$ cat src/rtl/program_loader.sv
// Loads a program image into CPU RAM over the HALT/external-RAM path, with an optional
// readback pass that compares a 16-bit checksum before restarting the CPU.
//
// state    | meaning
// ---------+-----------------------------------------------------------------
// IDLE     | waiting for START; HALT may still be held after a failed load
// SETTLE   | one cycle with HALT up and the RAM quiet before any access
// FETCH    | S_READY high, waiting for the next stream word
// WRITE    | one write strobe of the captured word at ADDRESS
// VRD      | one read strobe at ptr (first entry spends a quiet cycle first)
// VWAIT    | RD_LATENCY cycles waiting for BUS_IN, sampled on the last one
// RELEASE  | CPU_RST high for RST_CYCLES cycles
// FIN      | HALT dropped, DONE pulsed
`timescale 1ns/1ps
module program_loader #(
    parameter int RD_LATENCY = 1,
    parameter int RST_CYCLES = 2
) (
    input  logic        CLK,
    input  logic        RST,
    input  logic        START,
    input  logic [15:0] BASE_ADDR,
    input  logic [15:0] WORD_COUNT,
    input  logic        VERIFY,
    input  logic        ABORT,
    input  logic        S_VALID,
    input  logic [15:0] S_DATA,
    output logic        S_READY,
    input  logic [15:0] BUS_IN,
    output logic        HALT,
    output logic        EXT_RAM_EN,
    output logic        EXT_RAM_RW,
    output logic [15:0] ADDRESS,
    output logic [15:0] DATA,
    output logic        CPU_RST,
    output logic        BUSY,
    output logic        DONE,
    output logic        ERROR,
    output logic [15:0] CHECKSUM
);

    typedef enum logic [2:0] {
        ST_IDLE, ST_SETTLE, ST_FETCH, ST_WRITE, ST_VRD, ST_VWAIT, ST_RELEASE, ST_FIN
    } state_t;

    state_t      state_q, state_d;
    logic [15:0] ptr_q, cnt_q, base_q, count_q;
    logic [15:0] addr_q, data_q, sum_q, rb_sum_q, timer_q;
    logic        verify_q, error_q, halt_hold_q, rd_gap_q;

    logic        abort_hit, take_start, rd_sample, rb_last, rb_bad;
    logic [15:0] rb_sum_next;

    assign abort_hit   = ABORT && (state_q != ST_IDLE) && (state_q != ST_FIN);
    assign take_start  = (state_q == ST_IDLE) && START;
    assign rd_sample   = (state_q == ST_VWAIT) && (timer_q == 16'd0);
    assign rb_sum_next = rb_sum_q + BUS_IN;
    assign rb_last     = rd_sample && (cnt_q == 16'd1);
    assign rb_bad      = rb_last && (rb_sum_next != sum_q);

    // State register.
    always_ff @(posedge CLK) begin
        if (RST) state_q <= ST_IDLE;
        else     state_q <= state_d;
    end

    // Next-state decode and state-derived outputs; ABORT overrides every transition.
    always_comb begin
        state_d    = state_q;
        S_READY    = 1'b0;
        EXT_RAM_EN = 1'b0;
        EXT_RAM_RW = 1'b0;
        CPU_RST    = 1'b0;
        DONE       = 1'b0;
        BUSY       = (state_q != ST_IDLE);
        HALT       = 1'b1;
        case (state_q)
            ST_IDLE: begin
                HALT = halt_hold_q;
                if (START) state_d = ST_SETTLE;
            end
            ST_SETTLE: state_d = (cnt_q == 16'd0) ? ST_RELEASE : ST_FETCH;
            ST_FETCH: begin
                S_READY = 1'b1;
                if (S_VALID) state_d = ST_WRITE;
            end
            ST_WRITE: begin
                EXT_RAM_EN = 1'b1;
                EXT_RAM_RW = 1'b1;
                if (cnt_q == 16'd1) state_d = verify_q ? ST_VRD : ST_RELEASE;
                else                state_d = ST_FETCH;
            end
            ST_VRD: begin
                // Straight after the last write the strobe waits one cycle so
                // EXT_RAM_EN never stays high across two cycles.
                EXT_RAM_EN = !rd_gap_q;
                if (!rd_gap_q) state_d = ST_VWAIT;
            end
            ST_VWAIT: begin
                if (rd_sample) begin
                    if (rb_last) state_d = rb_bad ? ST_IDLE : ST_RELEASE;
                    else         state_d = ST_VRD;
                end
            end
            ST_RELEASE: begin
                CPU_RST = 1'b1;
                if (timer_q == 16'd0) state_d = ST_FIN;
            end
            ST_FIN: begin
                HALT    = 1'b0;
                DONE    = 1'b1;
                state_d = ST_IDLE;
            end
            default: state_d = ST_IDLE;
        endcase
        if (abort_hit) state_d = ST_IDLE;
    end

    // Datapath: pointers, captured word, checksums, down-counting timer and sticky flags.
    always_ff @(posedge CLK) begin
        if (RST) begin
            ptr_q       <= '0;
            cnt_q       <= '0;
            base_q      <= '0;
            count_q     <= '0;
            addr_q      <= '0;
            data_q      <= '0;
            sum_q       <= '0;
            rb_sum_q    <= '0;
            timer_q     <= '0;
            verify_q    <= 1'b0;
            error_q     <= 1'b0;
            halt_hold_q <= 1'b0;
            rd_gap_q    <= 1'b0;
        end else begin
            if (take_start) begin
                ptr_q    <= BASE_ADDR;
                cnt_q    <= WORD_COUNT;
                base_q   <= BASE_ADDR;
                count_q  <= WORD_COUNT;
                verify_q <= VERIFY;
                sum_q    <= '0;
                error_q  <= 1'b0;
            end

            if (state_d == ST_RELEASE && state_q != ST_RELEASE)
                timer_q <= 16'(RST_CYCLES - 1);
            else if (state_d == ST_VWAIT && state_q != ST_VWAIT)
                timer_q <= 16'(RD_LATENCY - 1);
            else if (timer_q != 16'd0)
                timer_q <= timer_q - 16'd1;

            if (abort_hit) begin
                error_q     <= 1'b1;
                halt_hold_q <= 1'b1;
            end else begin
                case (state_q)
                    ST_FETCH: begin
                        if (S_VALID) begin
                            data_q <= S_DATA;
                            addr_q <= ptr_q;
                            sum_q  <= sum_q + S_DATA;
                        end
                    end
                    ST_WRITE: begin
                        if (cnt_q == 16'd1 && verify_q) begin
                            ptr_q    <= base_q;
                            cnt_q    <= count_q;
                            addr_q   <= base_q;
                            rb_sum_q <= '0;
                            rd_gap_q <= 1'b1;
                        end else begin
                            ptr_q <= ptr_q + 16'd1;
                            cnt_q <= cnt_q - 16'd1;
                        end
                    end
                    ST_VRD: rd_gap_q <= 1'b0;
                    ST_VWAIT: begin
                        if (rd_sample) begin
                            rb_sum_q <= rb_sum_next;
                            ptr_q    <= ptr_q + 16'd1;
                            cnt_q    <= cnt_q - 16'd1;
                            if (!rb_last) addr_q <= ptr_q + 16'd1;
                            if (rb_bad) begin
                                error_q     <= 1'b1;
                                halt_hold_q <= 1'b1;
                            end
                        end
                    end
                    ST_FIN: halt_hold_q <= 1'b0;
                    default: ;
                endcase
            end
        end
    end

    assign ADDRESS  = addr_q;
    assign DATA     = data_q;
    assign ERROR    = error_q;
    assign CHECKSUM = sum_q;

endmodule

$ cat config.mk
export PLATFORM = sky130hd
export DESIGN_NAME = program_loader
export DESIGN_NICKNAME = d
export VERILOG_FILES = /design/src/rtl/program_loader.sv
export SDC_FILE = /design/constraint.sdc
export NUM_CORES = 1
export LEC_CHECK = 0
export ABC_AREA = 1
export BUFFER_PORTS_ARGS = -buffer_cell sky130_fd_sc_hd__buf_2
export CAP_MARGIN = 15
export CORE_ASPECT_RATIO = 0.6
export CORE_MARGIN = 2
export CORE_UTILIZATION = 30
export CTS_BUF_LIST = sky130_fd_sc_hd__clkbuf_4 sky130_fd_sc_hd__clkbuf_8
export DETAILED_ROUTE_END_ITERATION = 8
export GPL_ROUTABILITY_DRIVEN = 0
export GPL_TIMING_DRIVEN = 0
export PLACE_DENSITY = 0.45
export SETUP_SLACK_MARGIN = 0.15
export SYNTH_ARGS = -nofsm -noshare
export SYNTH_HDL_FRONTEND = slang
export SYNTH_SLANG_ARGS = --single-unit
$ cat constraint.sdc
create_clock -name CLK -period 5.8 [get_ports CLK]
set_clock_uncertainty 0.2 [all_clocks]
set_input_delay 0.29 -clock CLK [delete_from_list [all_inputs] [get_ports CLK]]
set_output_delay 0.29 -clock CLK [all_outputs]
set_load 0.01 [all_outputs]
==> impl_metrics.env, run 1 <==
export IMPL_netlist_instances=1410
export IMPL_cts_root_buf="clkbuf_8"
export IMPL_synth_area_mux_share_pct=0
export IMPL_critPathRequiredTime_ns=5.94
export IMPL_r2r_end="cnt_q[10]"
export IMPL_cts_tree="yes"
export IMPL_antenna_found_initial=0
export IMPL_cp_max_fo=10
export IMPL_initial_core_util_pct=30.4
export IMPL_vias=9797
export IMPL_finalMaxSlewViolations=0
export IMPL_gr_usage_all_layers_pct=22.0
export IMPL_synthSimpleGateAreaFrac_pct=30.6
export IMPL_synth_xor_area_share_pct=3.95
export IMPL_path_buf_inv=3
export IMPL_routed_wl_mm=35.1
export IMPL_period_share_pct=63.7
export IMPL_drc=0
export IMPL_r2r_start="cnt_q[8]"
export IMPL_path_class="register to register"
export IMPL_max_freq_mhz=271
export IMPL_crit_path_max_incr_delay_ns=0.56
export IMPL_hold_path_depth=5
export IMPL_rows=49
export IMPL_synthMostInstantiatedCell="nand2_1"
export IMPL_die_area_um2=31700
export IMPL_synth_area_leaders="dfxtp_1, nand2_1, a21oi_1"
export IMPL_synth_edff_count=0
export IMPL_crit_chain="nor2_1 -> nand4_1 -> nor4_2 -> nand3_1 -> nor2_2 -> inv_2 -> nand2_1 -> nand2_1 -> inv_1 -> clkbuf_1 -> o21ai_0 -> nand2_1 -> a21oi_1"
export IMPL_relSlewSlack_pct=40.6
export IMPL_min_to="state_q[0]"
export IMPL_yosysTopAreaCell="dfxtp_1"
export IMPL_antenna_left=0
export IMPL_run_status="finished clean"
export IMPL_overflow=0
export IMPL_syn_nets=1516
export IMPL_drive_gt1_share_pct=12.3
export IMPL_cp_num_cells=13
export IMPL_grt_pass1_wl_mm=53.3
export IMPL_syn_area_um2=9080
export IMPL_clk_pin_slew_ns=0.09
export IMPL_ys_seq_area_share_pct=33.3
export IMPL_netlist_area_leader_share_pct=33.3
export IMPL_synth_top_family_by_area="simple AND/OR/NAND/NOR gates"
export IMPL_syn2layout_area_growth_pct=22.8
export IMPL_core_um2=29900
export IMPL_fin_nets=1709
export IMPL_fin_area_um2=11200
export IMPL_p_leak_nw=5.10
export IMPL_min_from="START"
export IMPL_finalSetupViolations=0
export IMPL_die_width_um=229
export IMPL_hold_viol_final=0
export IMPL_n_antenna_cell=0
export IMPL_critPathLaunchType="register"
export IMPL_ys_ff_latch=151
export IMPL_maxCapViolations=0
export IMPL_synth_area_per_cell_um2=6.44
export IMPL_endpoint_kind="register"
export IMPL_yosys_warnings=0
export IMPL_die_h_um=139
export IMPL_num_fill_cells=3324
export IMPL_synthAdderAreaFrac_pct=5.12
export IMPL_path_common_cell="nand2_1"
export IMPL_clkSinkCount=151
export IMPL_htree_levels=4
export IMPL_ys_async_sr_fraction_pct=0
export IMPL_io_buffer_count=124
export IMPL_worst_slew_pin_slew_ns=0.891
export IMPL_wire_per_inst_um=17.3
export IMPL_fin_setup_tns_ns=0
export IMPL_dr_first_iter_drc_count=646
export IMPL_rsz0062_at_grt="false"
export IMPL_cts_buffer_depth=2
export IMPL_fin_crit_ns=3.69
export IMPL_netlist_top_cells_count="nand2_1, inv_1, dfxtp_1"
export IMPL_hpwlAfterDp_mm=27.2
export IMPL_ys_flop_type="dfxtp_1"
export IMPL_grt_start_max_net_pins=17
export IMPL_worstPathArrival_ns=3.83
export IMPL_worst_r2r_path_depth=13
export IMPL_p_per_area_nw_per_um2=263
export IMPL_clk_latency_ns=0.50
export IMPL_post_route_util_pct=37.4
export IMPL_critPathTopFamily="simple AND/OR/NAND/NOR gates"
export IMPL_cp_slowest_cell="clkbuf_1"
export IMPL_io_pins=126
export IMPL_numCtsBuffers=17
export IMPL_r2r_slack_ns=2.11
export IMPL_firstDrtPassIters=7
export IMPL_hold_class="primary input to register"
export IMPL_grt_pass1_vias=8897
export IMPL_synth_cell_type_count=48
export IMPL_synth_compound_area_share_pct=17.6
export IMPL_placed_cell_area_um2=10200
export IMPL_ir_drop_uv=123
export IMPL_viasPerCell=4.84
==> registers in the layout (all words and copies together) (netlist names) <==
| signal | flops |
|---|---|
| ADDRESS | 16 |
| CHECKSUM | 16 |
| DATA | 16 |
| ERROR | 1 |
| base_q | 16 |
| cnt_q | 16 |
| count_q | 16 |
| halt_hold_q | 1 |
| ptr_q | 16 |
| rb_sum_q | 16 |
| rd_gap_q | 1 |
| state_q | 3 |
| timer_q | 16 |
| verify_q | 1 |
==> layout make-up <==
type	instances	area [um2]	share of cell area, %
clock buffers	17	234	2.10
inverters	170	638	5.72
flip-flops and latches	151	3020	27.1
well taps	408	510	4.58
repair buffers	174	1120	10.0
multi-input cells	1036	5210	46.7
plain buffers	53	215	1.93
clock inverters	15	209	1.87
==> per-layer routing <==
metal	track usage, %	share of wire [%]	vias up
met5	0	0	-
met4	2.75	0.35	0
met3	5.26	6.0	9
met2	29.4	38	246
met1	35.4	56	4567
li1	-	-	4975
==> kinds of logic after synthesis <==
logic type      count (synthesis)
simple gates                  664
compound gates                295
flops                         151
xor+xnor                       41
fa+ha+maj                      36
buf+inv                       223
==> worst register-to-register path, cell delays in order, from the launching register on <==
cell,delay [ns]
dfxtp_1,0.35
nor2_1,0.20
nand4_1,0.12
nor4_2,0.40
nand3_1,0.34
nor2_2,0.25
inv_2,0.12
nand2_1,0.09
nand2_1,0.19
inv_1,0.38
clkbuf_1,0.57
o21ai_0,0.17
nand2_1,0.09
a21oi_1,0.07
==> power breakdown <==
part | switching [mW] | internal, mW | leakage (nW)
logic | 0.494 | 0.279 | 3.64
registers | 0.0779 | 1.13 | 1.23
clock network | 0.503 | 0.445 | 0.221
==> placed cells by master, fill, tap and decap left out, types with 34 or more instances in the layout <==
cell	n
a21oi_1	139
buf_2	131
clkbuf_1	42
dfxtp_1	151
dlygate4sd3_1	50
ha_1	34
inv_1	163
nand2_1	391
nand3_1	72
nor2_1	131
o21ai_0	105
xor2_1	37
==> metrics by stage <==
step / instances / setup slack (ns) / power [mW] / hold WS [ns]
finish: 2024 / 2.11 / 2.93 / 0.0861
global route: 2024 / 1.92 / 3.10 / 0.0918
CTS: 2024 / 2.21 / 2.95 / 0.0556
detailed placement: 1942 / 2.25 / 1.97 / 0.258
global placement: 1942 / 2.26 / 1.97 / 0.254
floorplan: 1410 / 2.97 / 1.73 / 0.225
==> worst max-delay path by stage <==
| stage | from | endpoint | slack [ns] |
|---|---|---|---|
| after CTS | BUS_IN[0] | timer_q[12] | 2.21 |
| after floorplan | rb_sum_q[0] | timer_q[12] | 2.97 |
| after detailed placement | cnt_q[8] | rb_sum_q[9] | 2.25 |
| final | cnt_q[8] | cnt_q[10] | 2.11 |
| after global placement | cnt_q[8] | cnt_q[3] | 2.26 |
| after global routing | BUS_IN[0] | timer_q[8] | 1.92 |
==> timing repair <==
item                      in CTS  in global routing
hold endpoints to repair      74                  0
buffers inserted               0                  0
hold buffers                  50                  0
resized for setup              0                  0
(Power assumes the default switching activity.)
==> run 2, diff against run 1 <==
ABC_AREA = 0   (was 1)
PLACE_DENSITY = 0.47   (was 0.45)
clock period = 3 ns   (was 5.8 ns; I/O delays follow)
==> run 2 against run 1 <==
Against the previous run:
- register-to-register slack lost 2.6 ns
- largest cell class unchanged
- critical endpoint is now timer_q[6]
- clock power increased by 110%
- global-route usage fell by 0.33 points
- highest routed layer unchanged
- the run now ends with negative setup slack left
- via count is 2.6% lower
- largest power group unchanged
- non-clock buffer count up 89
- setup slack lost 2.6 ns
- combinational power rose by 90%
- final area is 15% higher
==> impl_metrics.env, run 2 <==
export IMPL_clk_latency_ns=0.49
export IMPL_netlist_instances=1172
export IMPL_synth_compound_area_share_pct=22.7
export IMPL_critPathLaunchType="register"
export IMPL_dr_first_iter_drc_count=973
export IMPL_grt_pass1_wl_mm=50.4
export IMPL_netlist_area_leader_share_pct=34.5
export IMPL_grtUsageMet2_pct=28.7
export IMPL_synth_cell_type_count=73
export IMPL_fin_crit_ns=3.49
export IMPL_hpwlAfterDp_mm=23.9
export IMPL_cts_tree="yes"
export IMPL_io_pins=126
export IMPL_wire_per_inst_um=18.7
export IMPL_ys_flop_type="dfxtp_1"
export IMPL_ys_ff_latch=151
export IMPL_grt_busiest_layer="met1"
export IMPL_critPathRequiredTime_ns=3.14
export IMPL_period_share_pct=116
export IMPL_cp_max_fo=4
export IMPL_num_fill_cells=2889
export IMPL_violations="negative setup slack"
export IMPL_firstDrtPassIters=5
export IMPL_die_area_um2=30700
export IMPL_maxCapViolations=0
export IMPL_antenna_found_initial=0
export IMPL_regArea_um2=3050
export IMPL_multi_input_area_um2=6410
export IMPL_p_per_area_nw_per_um2=447
export IMPL_run_status="finished with violations"
export IMPL_n_antenna_cell=0
export IMPL_worst_slew_pin_slew_ns=1.14
export IMPL_drc=0
export IMPL_finalMaxSlewViolations=0
export IMPL_ys_seq_area_share_pct=34.5
export IMPL_ys_async_sr_fraction_pct=0
export IMPL_viasPerCell=5.23
export IMPL_fin_nets=1542
export IMPL_use_met3_pct=3.76
export IMPL_grt_pass1_vias=8476
export IMPL_synth_top_family_by_area="simple AND/OR/NAND/NOR gates"
export IMPL_antenna_left=0
export IMPL_hold_class="primary input to register"
export IMPL_ir_drop_uv=262
export IMPL_initial_core_util_pct=30.5
export IMPL_die_width_um=225
export IMPL_rows=48
export IMPL_synth_xor_area_share_pct=7.75
export IMPL_synth_edff_count=0
export IMPL_synth_area_leaders="dfxtp_1, a21oi_1, nand2_1"
export IMPL_path_class="register to register"
export IMPL_die_h_um=136
export IMPL_p_leak_nw=5.17
export IMPL_grt_start_max_net_pins=17
export IMPL_hold_viol_final=0
export IMPL_syn_area_um2=8770
export IMPL_relSlewSlack_pct=24.0
export IMPL_fin_ws_ns=-0.489
export IMPL_max_freq_mhz=287
export IMPL_worstPathArrival_ns=3.62
export IMPL_synthAdderAreaFrac_pct=5.31
export IMPL_core_um2=28800
export IMPL_endpoint_kind="register"
export IMPL_yosysTopAreaCell="dfxtp_1"
export IMPL_p_total_mw=5.75
export IMPL_yosys_warnings=0
export IMPL_synth_area_per_cell_um2=7.48
export IMPL_place_ws_ns=-0.903
export IMPL_finalSetupViolations=41
export IMPL_overflow=0
export IMPL_io_buffer_count=124
export IMPL_gr_usage_all_layers_pct=21.7
export IMPL_synth_area_mux_share_pct=0.342
export IMPL_rsz0062_at_grt="true"
export IMPL_clk_pin_slew_ns=0.09
export IMPL_netlist_top_cells_count="nand2_1, a21oi_1, dfxtp_1"
export IMPL_routed_wl_mm=34.0
export IMPL_fin_setup_tns_ns=-8.80
export IMPL_htree_levels=4
export IMPL_syn2layout_area_growth_pct=46.8
export IMPL_cts_root_buf="clkbuf_8"
export IMPL_synthSimpleGateAreaFrac_pct=25.2
export IMPL_cts_buffer_depth=2
export IMPL_final_common_cell="nand2_1"
export IMPL_syn_nets=1278
export IMPL_use_met1_pct=35.2
export IMPL_clkSinkCount=151
export IMPL_numCtsBuffers=17
export IMPL_post_route_util_pct=44.7
export IMPL_synthMostInstantiatedCell="nand2_1"
export IMPL_drive_gt1_share_pct=31.4
export IMPL_final_cell_mix="nand2_1, dfxtp_1, a21oi_1, buf_2, nor2_1"
export IMPL_vias=9540
==> run 2: changes by cell type in the layout (fill, tap and decap cells not counted), moves of 39 or more <==
cell     delta
nand2_1   -183
buf_4      +39
o21ai_0    -84
nand3_1    -45
xnor2_1    +48
inv_1     -142
==> run 2: cell type report <==
type,instances,share of cell area (%)
Tap cell,375,3.65
Multi-Input combinational cell,926,49.8
Sequential cell,151,23.7
Buffer,72,3.76
Inverter,24,0.700
Clock buffer,23,2.31
Clock inverter,8,1.50
Timing Repair Buffer,244,14.6
==> run 2: worst paths after layout <==
check                   start          end  slack [ns]  cells past startpoint
hold / removal      BUS_IN[2]  rb_sum_q[2]        0.07                      5
setup reg to reg  rb_sum_q[0]   timer_q[6]       -0.49                     15
hold reg to reg   count_q[11]  count_q[11]        0.26                      2
setup / recovery  rb_sum_q[0]   timer_q[6]       -0.49                     15
==> run 2: critical path, stage by stage, from the launching register on <==
cell and delay (ns):
dfxtp_2 0.36, ha_4 0.14, inv_2 0.03, fa_2 0.39
xnor2_2 0.25, xor2_1 0.12, a311oi_2 0.24, nor4b_4 0.24
o2111a_1 0.22, o2111a_1 0.20, and4bb_2 0.28, a211oi_2 0.10
a211oi_4 0.23, buf_6 0.16, buf_4 0.12, a211oi_1 0.04
==> run 2: routing by layer <==
metal  share of wire (%)  routed length (um)  vias to the layer above
met3                 6.9                2330                       25
met5                   0                   0                        -
met1                  53               18100                     4559
li1                    -                   -                     4646
met2                  39               13200                      310
met4                0.87                 295                        0
==> run 2: cell families after synthesis <==
logic type / Yosys count
fa+ha+maj: 36
flops: 151
xor+xnor: 76
mux: 3
compound gates: 324
simple gates: 486
buf+inv: 96
==> run 2: repair_timing <==
| action | in CTS | in global routing |
|---|---|---|
| gates cloned | 4 | 6 |
| buffers inserted | 43 | 15 |
| pin swaps | 89 | 72 |
| endpoints found under the hold margin | 92 | 2 |
| hold buffers | 53 | 1 |
| gates resized for setup | 171 | 145 |
| endpoints found under the setup margin | 122 | 117 |
==> run 2: report_power, final <==
part | internal [mW] | switching [mW] | leakage, nW | total [mW]
combinational | 0.655 | 0.812 | 3.68 | 1.47
sequential | 2.15 | 0.149 | 1.24 | 2.30
clock | 1.16 | 0.828 | 0.246 | 1.99
==> run 2: through the flow <==
step | area (um2) | cells | hold slack (ns)
floorplan | 8910 | 1172 | 0.0860
global placement | 10000 | 1671 | 0.210
detailed placement | 10000 | 1671 | 0.220
CTS | 12000 | 1802 | 0.00761
global route | 12900 | 1823 | 0.0552
finish | 12900 | 1823 | 0.0685
==> run 3, diff against run 2 <==
CELL_PAD_IN_SITES_DETAIL_PLACEMENT = 0   (was unset)
CELL_PAD_IN_SITES_GLOBAL_PLACEMENT = 1   (was unset)
PLACE_DENSITY = 0.61   (was 0.47)
==> run 3 against run 2 <==
Against the previous run:
- the run still ends with negative setup slack left
- clock power shrank 13%
- global-route usage grew 0.15 points
- total power shrank 3.7%
- worst hold slack lost 0.032 ns
- maximum frequency shrank 0.87%
- via count grew 1.1%
==> impl_metrics.env, run 3 (synthesized netlist as in run 2, its figures left out) <==
export IMPL_critPathLaunchType="register"
export IMPL_grt_pass1_wl_mm=50.4
export IMPL_fin_setup_tns_ns=-8.44
export IMPL_p_total_mw=5.54
export IMPL_drc=0
export IMPL_pwr_share_clk_pct=31.5
export IMPL_syn2layout_area_growth_pct=49.1
export IMPL_clkSinkCount=151
export IMPL_rows=48
export IMPL_p_leak_nw=5.26
export IMPL_antenna_found_initial=0
export IMPL_die_width_um=225
export IMPL_routed_wl_mm=34.9
export IMPL_wire_per_inst_um=19.0
export IMPL_htree_levels=4
export IMPL_core_um2=28800
export IMPL_vias=9644
export IMPL_path_class="register to register"
export IMPL_p_sw_share_pct=32.9
export IMPL_hpwlAfterDp_mm=24.0
export IMPL_drive_gt1_share_pct=32.7
export IMPL_final_common_cell="nand2_1"
export IMPL_cts_tree="yes"
export IMPL_hold_viol_final=0
export IMPL_overflow=0
export IMPL_num_fill_cells=2871
export IMPL_hold_class="primary input to register"
export IMPL_relSlewSlack_pct=33.6
export IMPL_period_share_pct=117
export IMPL_n_antenna_cell=0
export IMPL_final_cell_mix="nand2_1, dfxtp_1, a21oi_1, buf_2, nor2_1"
export IMPL_regArea_um2=3060
export IMPL_firstDrtPassIters=7
export IMPL_fin_crit_ns=3.52
export IMPL_p_per_area_nw_per_um2=423
export IMPL_endpoint_kind="register"
export IMPL_ir_drop_uv=286
export IMPL_fin_nets=1557
export IMPL_power_switching_mw=1.82
export IMPL_gr_usage_all_layers_pct=21.8
export IMPL_finalSetupViolations=21
export IMPL_cp_max_fo=5
export IMPL_clk_latency_ns=0.49
export IMPL_numCtsBuffers=17
export IMPL_max_freq_mhz=284
export IMPL_grt_start_max_net_pins=17
export IMPL_viasPerCell=5.24
export IMPL_fin_ws_ns=-0.520
export IMPL_clk_pin_slew_ns=0.09
export IMPL_die_area_um2=30700
export IMPL_dr_first_iter_drc_count=772
export IMPL_antenna_left=0
export IMPL_maxCapViolations=0
export IMPL_io_buffer_count=124
export IMPL_p_int_mw=3.72
export IMPL_die_h_um=136
export IMPL_p_comb_share_pct=27.1
export IMPL_cts_root_buf="clkbuf_8"
export IMPL_rsz0062_at_grt="true"
export IMPL_grt_pass1_vias=8456
export IMPL_finalMaxSlewViolations=0
export IMPL_initial_core_util_pct=30.5
export IMPL_io_pins=126
export IMPL_critPathRequiredTime_ns=3.15
export IMPL_multi_input_area_um2=6530
export IMPL_pwr_share_seq_pct=41.4
export IMPL_run_status="finished with violations"
export IMPL_worst_slew_pin_slew_ns=0.996
export IMPL_worstPathArrival_ns=3.67
export IMPL_violations="negative setup slack"
export IMPL_cts_buffer_depth=2
export IMPL_fin_hold_ws_ns=0.0368
run 3: path summary, 6_finish.rpt:
path / end / cells past startpoint / slack [ns] / from
min: rb_sum_q[2] / 5 / 0.04 / BUS_IN[2]
max: timer_q[5] / 16 / -0.52 / rb_sum_q[0]
max reg2reg: timer_q[5] / 16 / -0.52 / rb_sum_q[0]
min reg2reg: DATA[2] / 2 / 0.26 / DATA[2]
run 3: metal layers:
metal / GRT usage, % / part of all wire, % / routed length, um
met1: 35.1 / 54 / 18900
met2: 29.1 / 39 / 13600
met3: 4.78 / 6.1 / 2150
met4: 3.24 / 0.92 / 323
met5: 0 / 0 / 0
run 3: timing repair:
action,4_1_cts,5_1_grt
setup buffers,52,22
gates cloned,4,7
hold buffers,51,1
pin swaps,48,96
resized for setup,174,178
endpoints found under the hold margin,86,2
endpoints found under the setup margin,127,111
run 3: power groups by stage:
stage | sequential (mW) | combinational (mW) | clock (mW)
after CTS | 2.28 | 1.33 | 1.78
after detailed placement | 2.32 | 1.14 | 0
after floorplan | 2.30 | 0.823 | 0
final | 2.29 | 1.50 | 1.74
after global placement | 2.32 | 1.13 | 0
after global routing | 2.31 | 1.65 | 1.87
run 3: area by class of cell:
| class | instances | share of cell area [%] |
|---|---|---|
| Buffer | 72 | 3.63 |
| Clock buffer | 23 | 2.28 |
| Clock inverter | 9 | 0.938 |
| Inverter | 24 | 0.708 |
| Multi-Input combinational cell | 926 | 49.9 |
| Sequential cell | 151 | 23.4 |
| Tap cell | 375 | 3.59 |
| Timing Repair Buffer | 259 | 15.6 |
run 3: worst max-delay path, stage by stage (launching register included):
cell       delay (ns)
dfxtp_2          0.35
ha_4             0.15
inv_4            0.03
fa_2             0.44
nor2b_4          0.19
o2111ai_4        0.15
nand3_4          0.15
buf_6            0.12
a21oi_4          0.06
o31a_1           0.27
o2111a_2         0.28
and4bb_1         0.24
a21o_1           0.19
a211oi_4         0.20
buf_6            0.17
buf_6            0.14
nor3_1           0.05
run 3: metrics by stage:
stage | instances | util, % | cell area (um2) | worst slack, ns
floorplan | 1172 | - | 8910 | -0.141
global placement | 1671 | 34.8 | 10000 | -1.02
detailed placement | 1671 | 34.8 | 10000 | -0.981
CTS | 1810 | 41.7 | 12000 | -0.463
global route | 1839 | 45.5 | 13100 | -0.650
finish | 1839 | 45.5 | 13100 | -0.520
